$ cat src/rtl/rtype_encoder_pkg.sv
// Shared ISA constants for the R-type encoder: ALU op codes, funct3/funct7
// fields, opcode, NOP word, FSM state type and the combinational encode helper.
package rtype_encoder_pkg;

    localparam logic [3:0] ALU_ADD  = 4'd0;
    localparam logic [3:0] ALU_SUB  = 4'd1;
    localparam logic [3:0] ALU_SLL  = 4'd2;
    localparam logic [3:0] ALU_SLT  = 4'd3;
    localparam logic [3:0] ALU_SLTU = 4'd4;
    localparam logic [3:0] ALU_XOR  = 4'd5;
    localparam logic [3:0] ALU_SRL  = 4'd6;
    localparam logic [3:0] ALU_SRA  = 4'd7;
    localparam logic [3:0] ALU_OR   = 4'd8;
    localparam logic [3:0] ALU_AND  = 4'd9;

    localparam logic [2:0] FUNCT3_ADD_SUB = 3'b000;
    localparam logic [2:0] FUNCT3_SLL     = 3'b001;
    localparam logic [2:0] FUNCT3_SLT     = 3'b010;
    localparam logic [2:0] FUNCT3_SLTU    = 3'b011;
    localparam logic [2:0] FUNCT3_XOR     = 3'b100;
    localparam logic [2:0] FUNCT3_SRL_SRA = 3'b101;
    localparam logic [2:0] FUNCT3_OR      = 3'b110;
    localparam logic [2:0] FUNCT3_AND     = 3'b111;

    localparam logic [6:0] FUNCT7_BASE  = 7'b0000000;
    localparam logic [6:0] FUNCT7_ALT   = 7'b0100000;
    localparam logic [6:0] OPCODE_RTYPE = 7'b0110011;
    localparam logic [31:0] NOP_WORD    = 32'h0000_0013;

    // ST_PAD is only reachable when the NOP padding feature is compiled in.
    typedef enum logic [2:0] {
        ST_IDLE,
        ST_STREAM,
        ST_DRAIN,
        ST_PAD,
        ST_DONE
    } state_e;

    typedef struct packed {
        logic        ok;
        logic [31:0] word;
    } enc_t;

    // Maps an ALU op plus register indices onto an R-type word; ok=0 for
    // op codes that have no R-type encoding.
    function automatic enc_t encode_rtype(input logic [3:0] alu_op,
                                          input logic [4:0] rd,
                                          input logic [4:0] rs1,
                                          input logic [4:0] rs2);
        enc_t       r;
        logic [2:0] f3;
        logic [6:0] f7;
        f3   = FUNCT3_ADD_SUB;
        f7   = FUNCT7_BASE;
        r.ok = 1'b1;
        case (alu_op)
            ALU_ADD:  f3 = FUNCT3_ADD_SUB;
            ALU_SUB:  begin f3 = FUNCT3_ADD_SUB; f7 = FUNCT7_ALT; end
            ALU_SLL:  f3 = FUNCT3_SLL;
            ALU_SLT:  f3 = FUNCT3_SLT;
            ALU_SLTU: f3 = FUNCT3_SLTU;
            ALU_XOR:  f3 = FUNCT3_XOR;
            ALU_SRL:  f3 = FUNCT3_SRL_SRA;
            ALU_SRA:  begin f3 = FUNCT3_SRL_SRA; f7 = FUNCT7_ALT; end
            ALU_OR:   f3 = FUNCT3_OR;
            ALU_AND:  f3 = FUNCT3_AND;
            default:  r.ok = 1'b0;
        endcase
        r.word = {f7, rs2, rs1, f3, rd, OPCODE_RTYPE};
        return r;
    endfunction

endpackage

$ cat src/rtl/rtype_encoder_if.sv
// Bus bundles of the R-type encoder: the operation input stream (producer is
// master) and the instruction-memory write port (encoder is master).
interface rtype_encoder_op_if;
    logic       in_valid;
    logic       in_ready;
    logic [3:0] in_alu_op;
    logic [4:0] in_rd;
    logic [4:0] in_rs1;
    logic [4:0] in_rs2;
    logic       in_last;

    modport master (output in_valid, in_alu_op, in_rd, in_rs1, in_rs2, in_last,
                    input  in_ready);
    modport slave  (input  in_valid, in_alu_op, in_rd, in_rs1, in_rs2, in_last,
                    output in_ready);
endinterface

interface rtype_encoder_wr_if #(parameter int ADDR_W = 10);
    logic              wr_valid;
    logic              wr_ready;
    logic [ADDR_W-1:0] wr_addr;
    logic [31:0]       wr_data;

    modport master (output wr_valid, wr_addr, wr_data, input  wr_ready);
    modport slave  (input  wr_valid, wr_addr, wr_data, output wr_ready);
endinterface

$ cat src/rtl/rtype_encoder_sync_fifo.sv
// Single-clock FIFO holding encoded words. Pointers carry one wrap bit so
// full/empty need no separate counter; flush empties it in one cycle.
module sync_fifo #(
    parameter int DEPTH = 4,
    parameter int WIDTH = 32
) (
    input  logic             clk,
    input  logic             rst_n,
    input  logic             flush_i,
    input  logic             push_i,
    input  logic [WIDTH-1:0] din_i,
    input  logic             pop_i,
    output logic [WIDTH-1:0] dout_o,
    output logic             full_o,
    output logic             empty_o
);
    localparam int PW = $clog2(DEPTH);

    logic [WIDTH-1:0] mem_q [DEPTH];
    logic [PW:0]      wptr_q, rptr_q;
    logic             push_ok, pop_ok;

    assign full_o  = (wptr_q[PW] != rptr_q[PW]) && (wptr_q[PW-1:0] == rptr_q[PW-1:0]);
    assign empty_o = (wptr_q == rptr_q);
    assign push_ok = push_i && !full_o;
    assign pop_ok  = pop_i && !empty_o;
    assign dout_o  = mem_q[rptr_q[PW-1:0]];

    // Pointer update; flush has priority over any same-cycle push/pop.
    always_ff @(posedge clk or negedge rst_n) begin
        if (!rst_n) begin
            wptr_q <= '0;
            rptr_q <= '0;
        end else if (flush_i) begin
            wptr_q <= '0;
            rptr_q <= '0;
        end else begin
            if (push_ok) wptr_q <= wptr_q + 1'b1;
            if (pop_ok)  rptr_q <= rptr_q + 1'b1;
        end
    end

    // Storage array; contents are only meaningful between the pointers.
    always_ff @(posedge clk) begin
        if (push_ok) mem_q[wptr_q[PW-1:0]] <= din_i;
    end

endmodule

$ cat src/rtl/rtype_encoder.sv
// R-type instruction encoder: turns ALU ops into RV32I words and streams them
// to instruction memory at sequential addresses from BASE_ADDR.
// Optional feature macro: RTYPE_ENCODER_NOP_PAD_EN appends one NOP word
// after the last program word.
module rtype_encoder
    import rtype_encoder_pkg::*;
#(
    parameter int DEPTH     = 4,
    parameter int ADDR_W    = 10,
    parameter int BASE_ADDR = 0
) (
    input  logic                clk,
    input  logic                rst_n,
    input  logic                start,
    rtype_encoder_op_if.slave   op,
    rtype_encoder_wr_if.master  wr,
    output logic                busy,
    output logic                done,
    output logic                err_op,
    output logic                overflow,
    output logic [ADDR_W:0]     count
);
    localparam logic [ADDR_W-1:0] BASE      = ADDR_W'(BASE_ADDR);
    localparam logic [ADDR_W-1:0] LAST_ADDR = '1;

    state_e            state_q, state_d;
    logic [ADDR_W-1:0] addr_q, addr_d;
    logic [ADDR_W:0]   count_q, count_d;
    logic              err_q, err_d, ovf_q, ovf_d;

    logic              fifo_full, fifo_empty, fifo_flush;
    logic [31:0]       fifo_head;
    logic              accept, push, pop, wr_fire, pad_active;
    enc_t              enc;

    assign enc         = encode_rtype(op.in_alu_op, op.in_rd, op.in_rs1, op.in_rs2);
    assign op.in_ready = (state_q == ST_STREAM) && !fifo_full && !ovf_q;
    assign accept      = op.in_valid && op.in_ready;
    assign push        = accept && enc.ok;

`ifdef RTYPE_ENCODER_NOP_PAD_EN
    assign pad_active = (state_q == ST_PAD);
`else
    assign pad_active = 1'b0;
`endif

    // Head-of-FIFO data is masked to zero when nothing is offered so no stale
    // word is visible after reset or flush.
    assign wr.wr_valid = !fifo_empty || pad_active;
    assign wr.wr_data  = !fifo_empty ? fifo_head : (pad_active ? NOP_WORD : 32'h0);
    assign wr.wr_addr  = addr_q;
    assign wr_fire     = wr.wr_valid && wr.wr_ready;
    assign pop         = wr_fire && !fifo_empty;

    assign busy     = (state_q == ST_STREAM) || (state_q == ST_DRAIN) || (state_q == ST_PAD);
    assign done     = (state_q == ST_DONE);
    assign err_op   = err_q;
    assign overflow = ovf_q;
    assign count    = count_q;

    sync_fifo #(.DEPTH(DEPTH), .WIDTH(32)) u_fifo (
        .clk     (clk),
        .rst_n   (rst_n),
        .flush_i (fifo_flush),
        .push_i  (push),
        .din_i   (enc.word),
        .pop_i   (pop),
        .dout_o  (fifo_head),
        .full_o  (fifo_full),
        .empty_o (fifo_empty)
    );

    // Run control, address/count bookkeeping and sticky flags; a write to the
    // top address overrides every other transition and ends the run.
    always_comb begin
        state_d    = state_q;
        addr_d     = addr_q;
        count_d    = count_q;
        err_d      = err_q;
        ovf_d      = ovf_q;
        fifo_flush = 1'b0;
        case (state_q)
            ST_IDLE, ST_DONE: begin
                if (start) begin
                    state_d    = ST_STREAM;
                    addr_d     = BASE;
                    count_d    = '0;
                    err_d      = 1'b0;
                    ovf_d      = 1'b0;
                    fifo_flush = 1'b1;
                end
            end
            ST_STREAM: begin
                if (accept && op.in_last) state_d = ST_DRAIN;
            end
            ST_DRAIN: begin
                if (fifo_empty) begin
`ifdef RTYPE_ENCODER_NOP_PAD_EN
                    state_d = ST_PAD;
`else
                    state_d = ST_DONE;
`endif
                end
            end
            ST_PAD: begin
                if (wr_fire) state_d = ST_DONE;
            end
            default: state_d = ST_IDLE;
        endcase
        if (accept && !enc.ok) err_d = 1'b1;
        if (wr_fire) begin
            count_d = count_q + 1'b1;
            if (addr_q == LAST_ADDR) begin
                ovf_d      = 1'b1;
                fifo_flush = 1'b1;
                state_d    = ST_DONE;
            end else begin
                addr_d = addr_q + 1'b1;
            end
        end
    end

    // Control state register.
    always_ff @(posedge clk or negedge rst_n) begin
        if (!rst_n) begin
            state_q <= ST_IDLE;
            addr_q  <= BASE;
            count_q <= '0;
            err_q   <= 1'b0;
            ovf_q   <= 1'b0;
        end else begin
            state_q <= state_d;
            addr_q  <= addr_d;
            count_q <= count_d;
            err_q   <= err_d;
            ovf_q   <= ovf_d;
        end
    end

endmodule

$ cat src/flat_wrapper.sv
// flat-port wrapper written by rule: the top's interface ports become plain ports
module rtype_encoder_flat import rtype_encoder_pkg::*;
#(
    parameter int DEPTH     = 4,
    parameter int ADDR_W    = 10,
    parameter int BASE_ADDR = 0
)
  (clk, rst_n, start, busy, done, err_op, overflow, count, op_in_valid, op_in_alu_op, op_in_rd, op_in_rs1, op_in_rs2, op_in_last, op_in_ready, wr_wr_valid, wr_wr_addr, wr_wr_data, wr_wr_ready);
  rtype_encoder_op_if op_i ();
  rtype_encoder_wr_if #(.ADDR_W(ADDR_W)) wr_i ();
  input  logic clk;
  input  logic rst_n;
  input  logic start;
  output logic busy;
  output logic done;
  output logic err_op;
  output logic overflow;
  output logic [ADDR_W:0] count;
  input wire logic [$bits(op_i.in_valid)-1:0] op_in_valid;
  input wire logic [$bits(op_i.in_alu_op)-1:0] op_in_alu_op;
  input wire logic [$bits(op_i.in_rd)-1:0] op_in_rd;
  input wire logic [$bits(op_i.in_rs1)-1:0] op_in_rs1;
  input wire logic [$bits(op_i.in_rs2)-1:0] op_in_rs2;
  input wire logic [$bits(op_i.in_last)-1:0] op_in_last;
  output wire logic [$bits(op_i.in_ready)-1:0] op_in_ready;
  output wire logic [$bits(wr_i.wr_valid)-1:0] wr_wr_valid;
  output wire logic [$bits(wr_i.wr_addr)-1:0] wr_wr_addr;
  output wire logic [$bits(wr_i.wr_data)-1:0] wr_wr_data;
  input wire logic [$bits(wr_i.wr_ready)-1:0] wr_wr_ready;
  assign op_i.in_valid = op_in_valid;
  assign op_i.in_alu_op = op_in_alu_op;
  assign op_i.in_rd = op_in_rd;
  assign op_i.in_rs1 = op_in_rs1;
  assign op_i.in_rs2 = op_in_rs2;
  assign op_i.in_last = op_in_last;
  assign op_in_ready = op_i.in_ready;
  assign wr_wr_valid = wr_i.wr_valid;
  assign wr_wr_addr = wr_i.wr_addr;
  assign wr_wr_data = wr_i.wr_data;
  assign wr_i.wr_ready = wr_wr_ready;
  rtype_encoder #(.DEPTH(DEPTH), .ADDR_W(ADDR_W), .BASE_ADDR(BASE_ADDR)) u_core (.clk(clk), .rst_n(rst_n), .start(start), .op(op_i), .wr(wr_i), .busy(busy), .done(done), .err_op(err_op), .overflow(overflow), .count(count));
endmodule
$ cat config.mk
export PLATFORM = sky130hd
export DESIGN_NAME = rtype_encoder_flat
export DESIGN_NICKNAME = d
export VERILOG_FILES = /design/src/rtl/rtype_encoder_pkg.sv /design/src/rtl/rtype_encoder_if.sv /design/src/rtl/rtype_encoder_sync_fifo.sv /design/src/rtl/rtype_encoder.sv /design/src/flat_wrapper.sv
export SDC_FILE = /design/constraint.sdc
export NUM_CORES = 1
export LEC_CHECK = 0
export CAP_MARGIN = 15
export CORE_ASPECT_RATIO = 0.8
export CORE_MARGIN = 1.5
export CORE_UTILIZATION = 50
export DETAILED_ROUTE_END_ITERATION = 10
export GPL_TIMING_DRIVEN = 0
export PLACE_DENSITY = 0.77
export SYNTH_ARGS = -nofsm -noshare
export SYNTH_HDL_FRONTEND = slang
export SYNTH_SLANG_ARGS = --single-unit
$ cat constraint.sdc
create_clock -name clk -period 5.4 [get_ports clk]
set_input_delay 1.62 -clock clk [delete_from_list [all_inputs] [get_ports clk]]
set_output_delay 1.62 -clock clk [all_outputs]
set_load 0.005 [all_outputs]
==> results.md, run 1 <==
- Number of placed cells counting well taps: 578
- Insertion delay to the later sink of the worst-skew pair: 0.35 ns
- Average footprint of a synthesized cell: between 10 and 15 um^2
- Synthesized-area fraction occupied by ao, oa, aoi and oai cells: approximately 7.5%
- First-pass GRT wire length: roughly 17 mm
- Capture point of the worst path: wr_wr_data[17]
- Crit path depth: 5
- Run status: finished clean
- Critical Path Fanout Max: 14
- Critical Path Sink Type: primary output
- Overall Global Routing Usage: 20.8%
- Most common cell after layout, fill and taps aside: edfxtp_1
- Number of unique standard cell types used by synthesis: 52
- Xor and xnor area share after synthesis: 1.56%
- Antenna violation net count after detailed routing: 0
- Total length of routed wires: 10.2 mm
- Most common flop cell mapped by yosys: edfxtp_1
- Number of optimization iterations in the first detailed-route pass: 4
- Switching share of total power: between 30% and 40%
- Cell area after technology mapping: 0.00497 mm^2
- Floorplan die height: 92.2 um
- Core Region: around 0.0096 mm^2
- Source of the critical timing path: u_core.u_fifo.wptr_q[1]
- CP required: 3.78 ns
- Launching element type of the critical path: flip-flop
- Vias in the first global route: 3311
- HPWL reported at the end of detailed placement: around 6.8 mm
- Post-CTS Resized: 0
- Total power density per cell area: between 400 and 500 mW/mm^2
- Biggest area contributors in the synthesized netlist: edfxtp_1, dfrtp_1, mux4_2
- Total congestion overflow: 0
- Hold buffers post-CTS: 0
- Layout Skew: 0.00801 ns
- Number of buffers between clock root and the deepest sink: 2
- Cell taking the most area after synthesis: edfxtp_1
- Clock group share of total power: 21.2%
- Main combinational cell family by area after synthesis: simple AND/OR/NAND/NOR gates
- Crit-path max cell delay: between 0.5 and 0.6 ns
- Worst max-slew margin expressed relative to the limit: 31.7%
- Seq pwr share: 36.8%
- Area of the die: 0.0106 mm^2
- Kind of critical path: reg2out
- Number of cells on the worst reg-to-reg path: 4
- Tightest Pin Transition: 1.03 ns
- Post-layout nets: 485
- Count of warnings emitted by yosys: 0
- Commonest non-fill, non-tap cells in the layout: edfxtp_1, clkdlybuf4s50_1, dfrtp_1, nand2_1, and2_1
- Filler Cell Count: 742
- Static leakage: 2.24 nW
- Final non-filler cell total: 594
- Max Freq: roughly 230 MHz
- Maxcap violations: 0
- Synthesis-to-finish area growth: 24.9%
- Internal power summed over all cells: 2.01 mW
- Portion of the post-synthesis area used by sequential elements: about three fifths
- Level count of the clock H-tree: 3
- Cell depth of the worst min-delay path: 1
- Number of enable-type register cells in the synthesized netlist: 76
- Weighted congestion reported at the end of routability-driven placement: 0.870
- Final Cycle Share: 80.3%
- I/O pins: 84
- Sinks on Clock Net: about 110
- Combined buffer and inverter count along the critical path: 2
- Starting utilization of the core area: 51.5%
- TritonCTS clock tree: built
- Post-Synth Simple-Gate Area: 12.2%
- RSZ-0062 raised after global routing: no
- Power dissipated by switching net loads: 0.957 mW
- Yosys top cell area share: around 46%
- Share of synthesized registers carrying an async set or reset: about 30%
- Initial antenna violation count: 0
- Post-detailed-route via-to-cell ratio: 5.59
- Tmin final: 4.33 ns
- Worst Path Arrival: 2.71 ns
- Post-synthesis sequential element count: 108
- Destination of the worst register-to-register timing path: u_core.u_fifo.mem_q[1][8]
- Cell-by-cell listing of the critical path: xor2_1 -> or3_1 -> clkbuf_1 -> and2_1 -> clkdlybuf4s50_1
- DRC marker count from the first detailed-route iteration: between 200 and 250
- DRC errors left: 0
- Type of the most critical hold path: reg2reg
- Fraction of layout cells with a size suffix above 1: about 14%
- Post CTS Setup Buffer Count: 0
- Std-Cell Rows: 32
- Total negative setup slack: 0 ns
- Portion of netlist area occupied by mux cells: 10.5%
- Startpoint of the most critical register-to-register path: u_core.u_fifo.wptr_q[1]
- Via count of the routed design: 3320
- Clock root buffer: clkbuf_16
- Critical path's slowest cell: xor2_1
- Dominant delay contributor by cell family on the critical path: buffers and inverters
- Number of endpoints with negative hold slack in the final report: 0
- Port Buffer Count: 74
- Largest net degree at the start of global routing: 33
- CTS clk-pin slew, worst paths: 0.07 ns
- Die span in x: approximately 110 um
- Antenna diode count: 0
- Detail-routed net length per standard cell: 17.1 um
- Adder and majority cell fraction of the synthesized area: around 1.8%
- VDD IR max: 0.187 mV
- Worst R2R Setup Slack: 2.73 ns
- Number of failing setup endpoints in the final timing report: 0
- Number of buffers created by CTS: 9
- Mapped Cells: 359
- Number of max-slew violations in the final report: 0
- Combinational share of power: 42.0%
## power by group through the flow
stage | logic (mW) | clock network, mW | registers [mW]
finish | 1.24 | 0.628 | 1.09
global route | 1.36 | 0.669 | 1.11
CTS | 1.26 | 0.635 | 1.09
detailed placement | 1.24 | 0 | 1.11
global placement | 1.21 | 0 | 1.10
floorplan | 0.677 | 0 | 1.08
## metrics by stage
stage	area [um^2]	setup slack [ns]	utilization, %	total power [mW]	hold slack (ns)
final	6210	1.07	64.4	2.96	0.511
after global placement	5910	0.0505	61.3	2.31	0.480
after global routing	6210	0.880	64.4	3.13	0.546
after floorplan	5000	1.66	-	1.76	0.487
after CTS	6210	1.05	64.4	2.98	0.526
after detailed placement	5930	1.34	61.4	2.35	0.506
## per-layer routing
layer	vias up	wire (um)	global-route usage [%]
li1	1544	-	-
met1	1657	4440	27.5
met2	106	5090	34.4
met3	13	493	4.82
met4	0	132	6.46
met5	-	0	0
## registers in the layout, indices dropped and copies added (netlist names)
register,flops
u_core.count,11
u_core.err_op,1
u_core.overflow,1
u_core.state_q,3
u_core.u_fifo.mem_q,76
u_core.u_fifo.rptr_q,3
u_core.u_fifo.wptr_q,3
u_core.wr.wr_addr,10
## synth_stat cells (all sizes together) (2+ instances only)
| cell type | number |
|---|---|
| o22ai | 2 |
| nor3 | 10 |
| xor2 | 4 |
| o21ai | 13 |
| nor4b | 2 |
| dfrtp | 32 |
| mux2i | 6 |
| o31ai | 4 |
| nand3 | 16 |
| a21oi | 11 |
| o221ai | 2 |
| nand2 | 24 |
| o211ai | 2 |
| nor4 | 7 |
| nor2 | 12 |
| a31oi | 5 |
| clkbuf | 6 |
| buf | 20 |
| mux2 | 3 |
| and3 | 4 |
| or4 | 2 |
| xnor2 | 4 |
| mux4 | 19 |
| or3 | 4 |
| ha | 7 |
| a22o | 6 |
| nand4 | 2 |
| nand2b | 3 |
| inv | 13 |
| edfxtp | 76 |
| a221o | 2 |
| and2 | 22 |
## worst min-delay path by stage
stage,start,end,slack [ns]
floorplan,u_core.err_op,u_core.err_op,0.49
global placement,u_core.err_op,u_core.err_op,0.48
detailed placement,u_core.err_op,u_core.err_op,0.51
CTS,u_core.err_op,u_core.err_op,0.53
global route,u_core.err_op,u_core.err_op,0.55
finish,u_core.err_op,u_core.err_op,0.51
## cell type report
cell class | count | area, um^2 | area share [%]
multi-input cells | 220 | 1710 | 27.5
well taps | 136 | 170 | 2.74
plain buffers | 26 | 168 | 2.70
clock inverters | 6 | 55.1 | 0.887
flip-flops and latches | 108 | 3080 | 49.6
inverters | 13 | 48.8 | 0.786
repair buffers | 75 | 747 | 12.0
clock buffers | 10 | 229 | 3.69
## cell families (layout without fill, tap and decap cells)
family	count (synthesis)	after routing
compound gates	54	54
buf+inv	39	130
mux	28	28
other cells	1	9
flops	108	108
simple gates	114	114
xor+xnor	8	8
fa+ha+maj	7	7
Power figures use the tool's default switching activity.
==> run 2: changes to the inputs <==
--- a/config.mk
+++ b/config.mk
@@ -8,7 +8,7 @@
 export CAP_MARGIN = 15
 export CORE_ASPECT_RATIO = 0.8
 export CORE_MARGIN = 1.5
-export CORE_UTILIZATION = 50
+export CORE_UTILIZATION = 48
 export DETAILED_ROUTE_END_ITERATION = 10
 export GPL_TIMING_DRIVEN = 0
 export PLACE_DENSITY = 0.77
==> constraint.sdc (replaced) <==
create_clock -name clk -period 3.5 [get_ports clk]
set_input_delay 1.05 -clock clk [delete_from_list [all_inputs] [get_ports clk]]
set_output_delay 1.05 -clock clk [all_outputs]
set_load 0.005 [all_outputs]
==> run 2 against run 1 <==
Net effect:
- clock skew rose by 0.0044 ns
- final area up 0.85%
- via count down 3.3%
- critical endpoint is now wr_wr_data[12]
==> results.md, run 2 (synthesis gave the netlist of run 1 again) <==
- Run status: finished clean (unchanged)
- Number of optimization iterations in the first detailed-route pass: 4 (unchanged)
- Total power density per cell area: 738 mW/mm^2 (was 477 mW/mm^2)
- Vias in the first global route: 3179 (was 3311)
- TritonCTS clock tree: built (unchanged)
- Startpoint of the most critical register-to-register path: u_core.state_q[2] (was u_core.u_fifo.wptr_q[1])
- Clock root buffer: clkbuf_16 (unchanged)
- Floorplan die height: 94.0 um (was 92.2 um)
- Number of buffers between clock root and the deepest sink: 2 (unchanged)
- Maxcap violations: 0 (unchanged)
- Critical Path Sink Type: primary output (unchanged)
- Final non-filler cell total: 598 (was 594)
- VDD IR max: 0.387 mV (was 0.187 mV)
- Sinks on Clock Net: 108 (unchanged)
- Number of max-slew violations in the final report: 0 (unchanged)
- Number of buffers created by CTS: 9 (unchanged)
- Worst Path Arrival: 2.33 ns (was 2.71 ns)
- Static leakage: 2.27 nW (was 2.24 nW)
- Antenna violation net count after detailed routing: 0 (unchanged)
- Max Freq: 296 MHz
- DRC errors left: 0 (unchanged)
- HPWL reported at the end of detailed placement: 6.64 mm (was 6.79 mm)
- Post-layout nets: 485 (unchanged)
- CTS clk-pin slew, worst paths: 0.08 ns (was 0.07 ns)
- Source of the critical timing path: u_core.u_fifo.rptr_q[0] (was u_core.u_fifo.wptr_q[1])
- Number of endpoints with negative hold slack in the final report: 0 (unchanged)
- Post-detailed-route via-to-cell ratio: 5.37 (was 5.59)
- Worst R2R Setup Slack: 0.83 ns (was 2.73 ns)
- Largest net degree at the start of global routing: 33 (unchanged)
- First-pass GRT wire length: 15.4 mm (was 16.6 mm)
- Core Region: 0.0102 mm^2 (was 0.00965 mm^2)
- Total congestion overflow: 0 (unchanged)
- Number of failing setup endpoints in the final timing report: 0 (unchanged)
- Level count of the clock H-tree: 3 (unchanged)
- Synthesis-to-finish area growth: 25.9% (was 24.9%)
- Type of the most critical hold path: reg2reg (unchanged)
- Final standard cell area without fillers: 0.00626 mm^2 (was 0.00621 mm^2)
- Detail-routed net length per standard cell: 16.3 um (was 17.1 um)
- Post CTS Setup Buffer Count: 0 (unchanged)
- Overall Global Routing Usage: 18.7% (was 20.8%)
- RSZ-0062 raised after global routing: yes (was no)
- Total length of routed wires: 9.75 mm (was 10.2 mm)
- Post-route setup slack: 0.122 ns (was 1.07 ns)
- Tightest Pin Transition: 1.06 ns (was 1.03 ns)
- Insertion delay to the later sink of the worst-skew pair: 0.35 ns (about the same)
- Tmin final: 3.38 ns
- Fraction of layout cells with a size suffix above 1: 14.8% (was 13.8%)
- Launching element type of the critical path: flip-flop (unchanged)
- I/O pins: 84 (unchanged)
- Number of flip-flops under the largest register name: 76 (unchanged)
- Port Buffer Count: 74 (unchanged)
- Commonest non-fill, non-tap cells in the layout: edfxtp_1, clkdlybuf4s50_1, dfrtp_1, nand2_1, and2_1 (unchanged)
- Critical Path Fanout Max: 10 (was 14)
- Antenna diode count: 0 (unchanged)
- Area of the die: 0.0110 mm^2 (was 0.0106 mm^2)
- Destination of the worst register-to-register timing path: u_core.u_fifo.mem_q[2][11] (was u_core.u_fifo.mem_q[1][8])
- Final Cycle Share: 96.5%
- Weighted congestion reported at the end of routability-driven placement: 0.862 (was 0.870)
- DRC marker count from the first detailed-route iteration: 240 (was 227)
- Number of cells on the worst reg-to-reg path: 4 (unchanged)
- Std-Cell Rows: 33 (was 32)
- Layout Skew: 0.0124 ns (was 0.00801 ns)
- Starting utilization of the core area: 49.0% (was 51.5%)
- Most common cell after layout, fill and taps aside: edfxtp_1 (unchanged)
- Die span in x: 117 um (was 115 um)
- Total cell area at the placement stage: 0.00593 mm^2 (about the same)
- Worst max-slew margin expressed relative to the limit: 29.6% (was 31.7%)
- Kind of critical path: reg2out (unchanged)
- Number of placed cells counting well taps: 582 (was 578)
- Post-Place Setup Slack: 0.0534 ns (was 1.34 ns)
- Capture point of the worst path: wr_wr_data[12] (was wr_wr_data[17])
- Initial antenna violation count: 0 (unchanged)
- Via count of the routed design: 3212 (was 3320)
- CP required: 2.45 ns (was 3.78 ns)
==> run 2: critical path, cell delays in order, from the launching register on <==
cell	delay [ns]
dfrtp_1	0.50
buf_4	0.31
mux4_2	0.53
and2_1	0.19
clkdlybuf4s50_1	0.45
==> run 2: routing by layer <==
metal  vias to the layer above  part of all wire [%]  track usage (%)
met5                         -                     0                0
met4                         0                  0.80             5.32
met3                         5                   5.3             4.26
met2                        98                    50             31.0
met1                      1567                    44             25.1
li1                       1542                     -                -
==> run 2: layout make-up <==
cell class,count,area (um^2)
plain buffers,26,176
clock buffers,9,225
clock inverters,7,86.3
fillers,797,3890
inverters,13,48.8
multi-input cells,220,1720
flip-flops and latches,108,3080
well taps,140,175
repair buffers,75,751
==> run 2: worst min path at each step <==
stage | from | endpoint | cells after the start
6_report | u_core.err_op | u_core.err_op | 1
5_1_grt | u_core.err_op | u_core.err_op | 1
4_1_cts | u_core.wr.wr_addr[0] | u_core.wr.wr_addr[0] | 1
3_5_place_dp | u_core.err_op | u_core.err_op | 1
3_3_place_gp | u_core.err_op | u_core.err_op | 1
2_1_floorplan | u_core.err_op | u_core.err_op | 1
==> run 2: stage by stage <==
step	total power, mW	hold slack, ns	util, %	TNS (ns)
after floorplan	2.72	0.487	-	0
after global routing	4.89	0.558	61.7	-0.00291
after detailed placement	3.62	0.532	58.4	0
final	4.62	0.536	61.7	0
after global placement	3.57	0.479	58.3	-23.18
after CTS	4.65	0.544	61.6	0
==> run 2: what timing repair did <==
item | 4_1_cts | 5_1_grt
resized for setup | 4 | 3
hold endpoints to repair | 0 | 0
hold buffers | 0 | 0
endpoints found under the setup margin | 24 | 8
==> run 2: where the power goes <==
group          internal, mW  total (mW)  switching, mW
clock                 0.518        1.03          0.510
combinational          1.07        1.91          0.840
sequential             1.53        1.68          0.146
